### config.mk
export PLATFORM = sky130hd
export DESIGN_NAME = gated_bus_mux
export DESIGN_NICKNAME = d
export VERILOG_FILES = /design/src/rtl/lc3_bus_pkg.sv /design/src/rtl/bus_prio_enc.sv /design/src/rtl/gated_bus_mux.sv
export SDC_FILE = /design/constraint.sdc
export NUM_CORES = 1
export LEC_CHECK = 0
export BUFFER_PORTS_ARGS = -buffer_cell sky130_fd_sc_hd__buf_2
export CORE_MARGIN = 2
export CORE_UTILIZATION = 43
export CTS_CLUSTER_DIAMETER = 80
export DETAILED_ROUTE_END_ITERATION = 7
export PLACE_DENSITY = 0.86
export SKIP_LAST_GASP = 1
export SYNTH_ARGS = -nofsm -noshare
export SYNTH_HDL_FRONTEND = slang
export SYNTH_HIERARCHICAL = 1
export SYNTH_SLANG_ARGS = --single-unit
### constraint.sdc
create_clock -name Clk -period 1.85 [get_ports Clk]
set_input_delay 0.185 -clock Clk [delete_from_list [all_inputs] [get_ports Clk]]
set_output_delay 0.185 -clock Clk [all_outputs]
set_load 0.02 [all_outputs]
### src/rtl/lc3_bus_pkg.sv
// Shared constants for the LC-3 gated internal bus: width, source indices and
// conflict counter sizing.
package lc3_bus_pkg;

  localparam int unsigned BUS_WIDTH      = 16;
  localparam int unsigned GATE_PC        = 0;
  localparam int unsigned GATE_MDR       = 1;
  localparam int unsigned GATE_ALU       = 2;
  localparam int unsigned GATE_MARMUX    = 3;
  localparam int unsigned CONFLICT_CNT_W = 8;

  localparam logic [CONFLICT_CNT_W-1:0] CONFLICT_CNT_MAX = '1;

  typedef enum logic [1:0] {
    GatePc     = 2'(GATE_PC),
    GateMdr    = 2'(GATE_MDR),
    GateAlu    = 2'(GATE_ALU),
    GateMarmux = 2'(GATE_MARMUX)
  } lc3_gate_e;

  function automatic logic [CONFLICT_CNT_W-1:0] sat_inc(input logic [CONFLICT_CNT_W-1:0] v);
    return (v == CONFLICT_CNT_MAX) ? v : v + CONFLICT_CNT_W'(1);
  endfunction

endpackage

### src/rtl/bus_prio_enc.sv
// Lowest-index-wins priority encoder over the gate enables, with flags for an
// empty and a multi-hot gate vector.
module bus_prio_enc #(
  parameter int unsigned NSRC = 4,
  localparam int unsigned IdxW = $clog2(NSRC)
) (
  input  logic [NSRC-1:0] gate_i,
  output logic [IdxW-1:0] idx_o,
  output logic            any_o,
  output logic            multi_o
);

  // Scan high to low so the lowest set bit is the last assignment.
  always_comb begin
    idx_o = '0;
    for (int i = NSRC - 1; i >= 0; i--) begin
      if (gate_i[i]) idx_o = IdxW'(i);
    end
  end

  assign any_o   = |gate_i;
  // Clearing the lowest set bit leaves something only if two or more were set.
  assign multi_o = |(gate_i & (gate_i - NSRC'(1)));

endmodule

### src/rtl/gated_bus_mux.sv
// Registered gated bus selector with last-value hold and optional multi-gate
// conflict checking (enabled by defining GATED_BUS_CONFLICT_CHECK_EN).
module gated_bus_mux
  import lc3_bus_pkg::*;
#(
  parameter int unsigned WIDTH = BUS_WIDTH,
  parameter int unsigned NSRC  = 4,
  parameter int unsigned HOLD  = 1,
  localparam int unsigned IdxW = $clog2(NSRC)
) (
  input  logic                      Clk,
  input  logic                      Reset,
  input  logic [NSRC-1:0]           gate,
  input  logic [NSRC*WIDTH-1:0]     src_data,
  input  logic                      clear_err,
  output logic [WIDTH-1:0]          bus,
  output logic [WIDTH-1:0]          bus_q,
  output logic                      bus_valid,
  output logic                      conflict,
  output logic [CONFLICT_CNT_W-1:0] conflict_cnt,
  output logic [NSRC-1:0]           conflict_gate
);

  logic [IdxW-1:0]  win_idx;
  logic             any_gate;
  logic             multi_gate;
  logic [WIDTH-1:0] sel_data;
  logic [WIDTH-1:0] held_q, held_d;

  bus_prio_enc #(
    .NSRC(NSRC)
  ) u_prio_enc (
    .gate_i (gate),
    .idx_o  (win_idx),
    .any_o  (any_gate),
    .multi_o(multi_gate)
  );

  assign sel_data = src_data[win_idx*WIDTH +: WIDTH];

  always_comb begin
    held_d = held_q;
    bus    = (HOLD != 0) ? held_q : '0;
    if (any_gate) begin
      held_d = sel_data;
      bus    = sel_data;
    end
  end

  always_ff @(posedge Clk) begin
    if (Reset) begin
      held_q    <= '0;
      bus_q     <= '0;
      bus_valid <= 1'b0;
    end else begin
      held_q    <= held_d;
      bus_q     <= bus;
      bus_valid <= any_gate;
    end
  end

`ifdef GATED_BUS_CONFLICT_CHECK_EN
  logic                      conflict_d;
  logic [CONFLICT_CNT_W-1:0] conflict_cnt_d;
  logic [NSRC-1:0]           conflict_gate_d;

  // A conflict in the clear cycle restarts the status rather than being lost.
  always_comb begin
    conflict_d      = conflict;
    conflict_cnt_d  = conflict_cnt;
    conflict_gate_d = conflict_gate;
    if (clear_err) begin
      conflict_d      = multi_gate;
      conflict_cnt_d  = multi_gate ? CONFLICT_CNT_W'(1) : '0;
      conflict_gate_d = multi_gate ? gate : '0;
    end else if (multi_gate) begin
      conflict_d     = 1'b1;
      conflict_cnt_d = sat_inc(conflict_cnt);
      if (!conflict) conflict_gate_d = gate;
    end
  end

  always_ff @(posedge Clk) begin
    if (Reset) begin
      conflict      <= 1'b0;
      conflict_cnt  <= '0;
      conflict_gate <= '0;
    end else begin
      conflict      <= conflict_d;
      conflict_cnt  <= conflict_cnt_d;
      conflict_gate <= conflict_gate_d;
    end
  end
`else
  logic unused_check_inputs;
  assign unused_check_inputs = clear_err ^ multi_gate;

  assign conflict      = 1'b0;
  assign conflict_cnt  = '0;
  assign conflict_gate = '0;
`endif

endmodule

# After elaboration in Yosys (flattened, before gate mapping)
# Index checks and enable logic that the tools add are counted.
# word_totals
wordCells	9
regBits	17
input_bits	71
# classes
shift	1
n_reduce_logical	1
muxes	5
# op_table
operator	n
$shiftx A64 B7 Y16	1
$mux W16	1
$mux W2	4
$reduce_or A4 Y1	1

# Depth between registers and ports, before layout
# Gate-level depths: netlist of the first run.
# depth
ltp_word	6
depth_mapped	7

# By module
# The synthesis of the first run kept the hierarchy.
# by_module_without_submodules
mod	instances	seq_area_each_um2	area_each_um2	cells_each
gated_bus_mux	1	340.3	1463.9	147
bus_prio_enc	1	0.0	47.5	10

# Worst setup path before layout of the first run
# No wires, ideal clock.
# synth_timing
path_type	input -> output
start	input gate[2]
end	output bus[10]
arrival_ps	1329
n_path_buf	1
path_stages	5
required_time_ps	1665
slack_ps	336
path_cell_list	nand2b_1 -> a21oi_1 -> nand2_1 -> clkbuf_1 -> o221ai_1
# synth_via
elab_chain_len	5
# synth_rtl
item	line	rtl
from (decl)	gated_bus_mux.sv:13	input logic [NSRC-1:0] gate,
$mux W2 (3 in a row)	bus_prio_enc.sv:17	if (gate_i[i]) idx_o = IdxW'(i);
named net win_idx[0]	gated_bus_mux.sv:24	logic [IdxW-1:0] win_idx;
$shiftx A64 B7 Y16	gated_bus_mux.sv:39	assign sel_data = src_data[win_idx*WIDTH +: WIDTH];
$mux W16	gated_bus_mux.sv:44	if (any_gate) begin
to (decl)	gated_bus_mux.sv:16	output logic [WIDTH-1:0] bus,
# The timed path passes the listed nets, and every way through them passes these cells.

# Worst setup path after layout of the first run
# layout_timing
start	input gate[0]
end	output bus[6]
# layout_via
elab_chain_len	3
# layout_rtl
item	line
$mux W2	bus_prio_enc.sv:17
named net win_idx[1]	gated_bus_mux.sv:24
$shiftx A64 B7 Y16	gated_bus_mux.sv:39
$mux W16	gated_bus_mux.sv:44
# The timed path passes the listed nets, and every way through them passes these cells.

==> flow_summary.yaml, run 1 <==
status:
  status: "finished clean"
worst_setup_path:
  r2r-start: "held_q[13]"
  start_kind: "input port"
  cp.arrival_ns: 1.52
  critPathMaxFanout: 32
  timing.rr.end: "held_q[13]"
  worstSetupPathType: "input port to output pin"
  critPathRequiredTime_ns: 1.66
  cp-end-kind: "output pin"
  r2r_cells: 2
  ff2ff_setup_slack_ns: 0.88
global_routing:
  grt_pass1_vias: 1472
  grt_start_max_net_pins: 33
  grt_util_all_layers_pct: 20.25
  antenna_found_initial: 0
  grt_pass1_wl_mm: 6.541
  grt_remaining_overflow: 0
cells_and_area:
  utilization_pct: 61.45
  fin_cells: 301
  area_growth_pct: 37.16
  drive_gt1_share_pct: 56.08
  nets: 327
  fill_cells: 325
  final_cell_area_sq_um: 2051
  n_antenna_cell: 0
min_path:
  min_from: "src_data[27]"
  min_path_cells: 3
  hold_path_end: "held_q[11]"
  min_path_type: "input port to register"
power:
  vdd_ir_drop_max_v: 0.0004205
  leakage_nw: 0.9273
  powerDensity_nw_per_um2: 552.8
place:
  place_hpwl_mm: 3.181
  gp_congestion: 0.7129
  portBuffers: 102
  dp.cells: 297
  placed_area_sq_um: 2024
logic_synthesis:
  syn_inst: 154
  yosysWarningCount: 6
  syn_area_sq_um: 1495
  synth.avg_cell_area_sq_um: 9.709
routing:
  wire_per_inst_microns: 13.51
  viasPerCell: 5.206
  final_antenna_net_count: 0
  via_count: 1567
  drt_iter0_markers: 40
  drcViolationCount: 0
  routed_wl_mm: 4.067
  first_pass_iters: 4
floorplanning:
  fp.dieW_microns: 62.97
  rows: 21
  fp.dieH_microns: 62.97
  ioPinCount: 117
  core_sq_um: 3337
  start_util_pct: 44.81
  die-area_sq_um: 3965
clock_network:
  h-tree-depth: 1
  clk_pin_slew_ns: 0.10
  tritoncts: "done"
  clock_path_buffers: 2
  cts_resized: 0
  cts_buffers: 3
  clock_sinks: 17
  clock_latency_ns: 0.29
  postCtsSetupBuffers: 0
  root_buffer: "clkbuf_4"
  ctsHoldBuffers: 0
timing:
  fmax_mhz: 586.4
  clock_skew_ns: 0
  finalCriticalPeriod_ns: 1.705
  rsz0062_at_grt: "false"
  final_hold_viol_count: 0
  slew_viol_final: 0
  setup_viol: 0
  fin_setup_tns_ns: 0
  post-route-period-util_pct: 92.18
flow_run:
  maxCapViolations: 0
[registers in the layout, indices dropped and copies added (netlist names)]
signal	cells
held_q	16
bus_valid	1
[stage by stage]
step                setup slack, ns  total power [mW]  hold slack (ns)
floorplan                    0.3362            0.7682           0.4022
global placement             0.2026            0.9315           0.4990
detailed placement           0.1509            0.9391           0.5087
CTS                          0.1574             1.147           0.1871
global route                0.01778             1.208           0.1966
finish                       0.1447             1.134           0.1991
[worst max-delay path, cell delays in order]
cell and delay (ns):
buf_2 0.12, nor3_2 0.24, buf_12 0.27, mux2i_1 0.34, o221ai_1 0.18, buf_2 0.18
[where the power goes]
group | switching, mW | internal, mW | total, mW
combinational | 0.290 | 0.214 | 0.504
clock | 0.122 | 0.0840 | 0.206
sequential | 0.0225 | 0.401 | 0.423
total | 0.434 | 0.699 | 1.13
[worst max path at each step]
stage / from / endpoint / slack, ns / cells past startpoint
after floorplan: gate[2] / bus[10] / 0.34 / 5
after global routing: gate[0] / bus[10] / 0.02 / 6
after CTS: gate[0] / bus[10] / 0.16 / 6
after detailed placement: gate[0] / bus[6] / 0.15 / 6
after global placement: gate[0] / bus[10] / 0.20 / 6
final: gate[0] / bus[6] / 0.14 / 6
[area by class of cell]
| class | instances | area, sq um | area share [%] |
|---|---|---|---|
| flip-flops and latches | 17 | 340.3 | 16.60 |
| clock buffers | 4 | 26.28 | 1.281 |
| repair buffers | 113 | 605.6 | 29.53 |
| well taps | 46 | 57.56 | 2.807 |
| multi-input cells | 120 | 1017 | 49.60 |
| inverters | 1 | 3.754 | 0.1830 |
[cell usage in the layout (no fill, tap or decap), types with 3 or more instances in the layout]
cell	n
clkbuf_4	3
buf_2	102
buf_4	10
or3b_2	16
o221ai_1	22
nand2b_1	18
conb_1	13
dfxtp_1	17
mux2i_1	32
o221ai_2	10
[layer usage]
| metal | share of wire [%] | vias to the layer above | GRT usage (%) |
|---|---|---|---|
| li1 | - | 773 | - |
| met1 | 41 | 724 | 22.69 |
| met2 | 51 | 65 | 37.90 |
| met3 | 7.1 | 5 | 4.144 |
| met4 | 1.1 | 0 | 6.111 |
| met5 | 0 | - | 0 |
Power figures use the tool's default switching activity.
==> run 2: changes to the inputs <==
--- a/config.mk
+++ b/config.mk
@@ -6,6 +6,7 @@
 export NUM_CORES = 1
 export LEC_CHECK = 0
 export BUFFER_PORTS_ARGS = -buffer_cell sky130_fd_sc_hd__buf_2
+export CORE_ASPECT_RATIO = 2
 export CORE_MARGIN = 2
 export CORE_UTILIZATION = 43
 export CTS_CLUSTER_DIAMETER = 80
==> run 2 against run 1 <==
Net effect:
- first-iteration DRC count down 57%
- worst setup slack better by 0.0046 ns
- hold slack better by 0.048 ns
- clock-buffer cell count down 1
- clock skew unchanged
- core utilization down 0.11 points
- clock power up 33%
- non-clock buffer count down 1
- global-route usage up 0.34 points
- cell count down 5.0%
- power up 6.0%
- largest power group unchanged
==> flow_summary.yaml, run 2 (same netlist as run 1, synthesis figures left out) <==
worst_setup_path:
  crit_family: "buffers and inverters"
  critPathRequiredTime_ns: 1.66
  start_kind: "input port"
  crit_top_cell: "buf_2"
  worstSetupPathType: "input port to output pin"
  r2r-start: "held_q[12]"
  cp-end-kind: "output pin"
  r2r_cells: 2
  crit_chain: "buf_2 > nor3_2 > buf_12 > mux2i_1 > o221ai_1 > buf_2"
  crit_buf_inv: 3
  timing.rr.end: "held_q[12]"
  crit_slowest_cell: "mux2i_1"
  ff2ff_setup_slack_ns: 0.88
  critPathMaxFanout: 24
  cp.arrival_ns: 1.52
  slowest_delay_ns: 0.32
floorplanning:
  start_util_pct: 44.76
  ioPinCount: 117
  rows: 30
  fp.dieW_microns: 45.70
  core_sq_um: 3341
  die-area_sq_um: 3993
  fp.dieH_microns: 87.39
routing:
  via_count: 1575
  wire_per_inst_microns: 14.75
  drt_iter0_markers: 17
  drcViolationCount: 0
  final_antenna_net_count: 0
  routed_wl_mm: 4.218
  viasPerCell: 5.507
  first_pass_iters: 4
clock_network:
  clock_sinks: 17
  h-tree-depth: 1
  root_buffer: "clkbuf_8"
  clock_latency_ns: 0.25
  clock_path_buffers: 2
  postCtsSetupBuffers: 0
  tritoncts: "done"
  clk_pin_slew_ns: 0.07
  cts_buffers: 3
place:
  gp_congestion: 0.7396
  portBuffers: 102
  place_hpwl_mm: 3.276
  place_ws_ns: 0.1268
timing:
  final_hold_viol_count: 0
  slew_headroom_pct: 48.39
  fin_setup_tns_ns: 0
  fmax_mhz: 588.0
  setup_viol: 0
  slew_viol_final: 0
  rsz0062_at_grt: "false"
  post-route-period-util_pct: 91.93
  clock_skew_ns: 0
  tightest_slew_ns: 0.7741
  finalCriticalPeriod_ns: 1.701
  setup_ws_ns: 0.1493
  fin_hold_ws_ns: 0.2476
global_routing:
  grt_pass1_vias: 1453
  grt_util_all_layers_pct: 20.59
  grt_remaining_overflow: 0
  grt_pass1_wl_mm: 6.334
  antenna_found_initial: 0
  grt_start_max_net_pins: 25
power:
  p_total_mw: 1.202
  vdd_ir_drop_max_v: 0.0005346
  leakage_nw: 0.9347
  powerDensity_nw_per_um2: 586.6
min_path:
  min_path_cells: 3
  min_from: "src_data[25]"
  min_path_type: "input port to register"
  hold_path_end: "held_q[9]"
cells_and_area:
  final_common_cell: "buf_2"
  largest-register: "held_q"
  fill_cells: 294
  n_antenna_cell: 0
  largest_register_ffs: 16
  drive_gt1_share_pct: 56.69
  reg_top3: "held_q x16, bus_valid x1"
  nets: 326
  mostFrequentLayoutCells: "buf_2 (102), mux2i_1 (31), o221ai_1 (22)"
  area_growth_pct: 37.07
flow_run:
  maxCapViolations: 0
status:
  status: "finished clean"
[run 2: what timing repair did]
| item | CTS | global route |
|---|---|---|
| gates resized for setup | 0 | 1 |
| setup endpoints to repair | 0 | 1 |
| hold endpoints to repair | 0 | 0 |
| hold buffers | 0 | 0 |
[run 2: tightest hold or removal path, stage by stage]
cell and delay, ns:
buf_2 0.08, mux2i_1 0.08, o221ai_2 0.12
[run 2: cell type report]
type | instances | area, sq um | share of cell area [%]
Clock buffer | 3 | 41.29 | 2.015
Clock inverter | 1 | 5.005 | 0.2442
Inverter | 1 | 3.754 | 0.1831
Multi-Input combinational cell | 120 | 1021 | 49.82
Sequential cell | 17 | 340.3 | 16.61
Tap cell | 32 | 40.04 | 1.954
Timing Repair Buffer | 112 | 598.1 | 29.18
[run 2: worst max-delay path by stage]
| stage | cells past startpoint | endpoint | slack (ns) | startpoint |
|---|---|---|---|---|
| floorplan | 5 | bus[10] | 0.34 | gate[2] |
| global placement | 6 | bus[10] | 0.16 | gate[0] |
| detailed placement | 5 | held_q[2] | 0.13 | gate[2] |
| CTS | 6 | bus[10] | 0.14 | gate[0] |
| global route | 6 | bus[10] | 0.06 | gate[0] |
| finish | 6 | bus[10] | 0.15 | gate[0] |
[run 2: layer usage]
layer,global-route usage [%],share of wire [%],up-vias
met2,37.64,55,70
met5,0,0,-
met1,22.97,37,731
met4,5.455,0.90,0
li1,-,-,770
met3,3.942,7.2,4
[run 2: power by group]
part	internal [mW]	switching [mW]	total, mW
sequential	0.401	0.0229	0.424
clock	0.149	0.124	0.274
combinational	0.212	0.293	0.505
[run 2: stage by stage]
step                      util, %  cell area (sq um)  instances
after global routing        61.35               2049        286
after global placement      59.85               1999        282
after floorplan                 -               1540        166
after CTS                   61.24               2046        286
final                       61.35               2049        286
after detailed placement    59.85               1999        282
==> run 3: changes to the inputs <==
--- a/config.mk
+++ b/config.mk
@@ -6,12 +6,14 @@
 export NUM_CORES = 1
 export LEC_CHECK = 0
 export BUFFER_PORTS_ARGS = -buffer_cell sky130_fd_sc_hd__buf_2
+export CELL_PAD_IN_SITES_DETAIL_PLACEMENT = 0
+export CELL_PAD_IN_SITES_GLOBAL_PLACEMENT = 2
 export CORE_ASPECT_RATIO = 2
 export CORE_MARGIN = 2
-export CORE_UTILIZATION = 43
+export CORE_UTILIZATION = 22
 export CTS_CLUSTER_DIAMETER = 80
 export DETAILED_ROUTE_END_ITERATION = 7
-export PLACE_DENSITY = 0.86
+export PLACE_DENSITY_LB_ADDON = 0.1
 export SKIP_LAST_GASP = 1
 export SYNTH_ARGS = -nofsm -noshare
 export SYNTH_HDL_FRONTEND = slang
==> run 3 against run 2 <==
Net effect:
- sequential power barely moved
- global-route usage decreased by 7.2 points
- maximum frequency down 0.60%
- worst setup slack worse by 0.010 ns
- non-clock buffer count up 5
- cell count increased by 21%
- combinational power rose by 3%
- power is 15% higher
- critical path type unchanged
==> flow_summary.yaml, run 3 (same netlist as run 1, synthesis figures left out) <==
place:
  portBuffers: 102
  place_hpwl_mm: 4.058
  dp.cells: 343
  gp_congestion: 0.6615
floorplanning:
  core_sq_um: 6621
  fp.dieW_microns: 62.30
  start_util_pct: 22.58
  rows: 42
  die-area_sq_um: 7512
  fp.dieH_microns: 120.6
  ioPinCount: 117
power:
  powerDensity_nw_per_um2: 637.3
  leakage_nw: 0.9667
  vdd_ir_drop_max_v: 0.0002357
  p_total_mw: 1.385
worst_setup_path:
  cp.arrival_ns: 1.53
  critPathRequiredTime_ns: 1.66
  crit_chain: "buf_2 > nor3_2 > buf_4 > mux2i_1 > o221ai_1 > buf_2"
  worstSetupPathType: "input port to output pin"
  r2r_cells: 2
  critPathMaxFanout: 18
  ff2ff_setup_slack_ns: 0.90
  cp-end-kind: "output pin"
  start_kind: "input port"
  slowest_delay_ns: 0.36
  crit_top_cell: "buf_2"
  crit_slowest_cell: "mux2i_1"
min_path:
  min_path_cells: 2
  min_path_type: "input port to register"
clock_network:
  postCtsSetupBuffers: 0
  cts_resized: 0
  ctsHoldBuffers: 0
  clk_pin_slew_ns: 0.05
  h-tree-depth: 1
  clock_path_buffers: 2
  cts_buffers: 3
  tritoncts: "done"
  root_buffer: "clkbuf_16"
  clock_latency_ns: 0.25
  clock_sinks: 17
timing:
  fmax_mhz: 584.4
  final_hold_viol_count: 0
  slew_viol_final: 0
  setup_viol: 0
  post-route-period-util_pct: 92.49
  clock_skew_ns: 0
  fin_setup_tns_ns: 0
  finalCriticalPeriod_ns: 1.711
  rsz0062_at_grt: "false"
cells_and_area:
  drive_gt1_share_pct: 56.76
  n_antenna_cell: 0
  largest-register: "held_q"
  mostFrequentLayoutCells: "buf_2 (102), mux2i_1 (32), o221ai_1 (22)"
  register_area_sq_um: 340.3
  multiInputGateArea_sq_um: 1017
  final_common_cell: "buf_2"
  largest_register_ffs: 16
  fill_cells: 767
  area_growth_pct: 45.36
  fin_cells: 347
  utilization_pct: 32.82
  nets: 331
  reg_top3: "held_q x16, bus_valid x1"
global_routing:
  antenna_found_initial: 0
  grt_util_all_layers_pct: 13.39
  grt_start_max_net_pins: 24
  grt_pass1_vias: 1665
  grt_remaining_overflow: 0
  grt_pass1_wl_mm: 8.148
routing:
  drt_iter0_markers: 32
  via_count: 1581
  first_pass_iters: 4
  routed_wl_mm: 5.056
  viasPerCell: 4.556
  drcViolationCount: 0
  final_antenna_net_count: 0
  wire_per_inst_microns: 14.57
status:
  status: "finished clean"
flow_run:
  maxCapViolations: 0
-- run 3: cell types whose count changed in the layout (fill, tap and decap cells not counted), sizes merged --
| cell | previous run | this run |
|---|---|---|
| clkinv | 1 | 0 |
| clkbuf | 3 | 4 |
| buf | 112 | 117 |
-- run 3: where the power goes --
| part | switching (mW) | leakage, nW | internal, mW |
|---|---|---|---|
| combinational | 0.301 | 0.787 | 0.218 |
| sequential | 0.0233 | 0.142 | 0.401 |
| clock | 0.148 | 0.0382 | 0.293 |
| total | 0.473 | 0.967 | 0.912 |
-- run 3: cell type report --
cell class	instances	share of cell area, %
repair buffers	117	28.67
multi-input cells	120	46.81
well taps	88	5.066
inverters	1	0.1727
clock buffers	4	3.627
flip-flops and latches	17	15.66
-- run 3: final timing paths --
kind / from / to
max: gate[0] / bus[8]
min: Reset / bus_valid
max reg2reg: held_q[1] / held_q[1]
min reg2reg: held_q[9] / held_q[9]
-- run 3: per-stage QoR --
step | area, sq um | setup slack [ns] | hold WS (ns)
finish | 2173 | 0.1390 | 0.2253
global route | 2173 | 0.01146 | 0.2534
CTS | 2173 | 0.1288 | 0.2132
detailed placement | 2095 | 0.1359 | 0.4742
global placement | 2095 | 0.1162 | 0.4877
floorplan | 1540 | 0.3362 | 0.4022
-- run 3: critical path: cells and delay by family --
family	cells	cell delay, ns
mux	1	0.36
simple gates	1	0.19
compound gates	1	0.15
buf+inv	3	0.64
-- run 3: routing by layer --
metal	global-route usage [%]	wire (microns)
met5	0	0
met4	3.750	51
met3	2.140	240
met2	26.49	2885
met1	14.29	1878
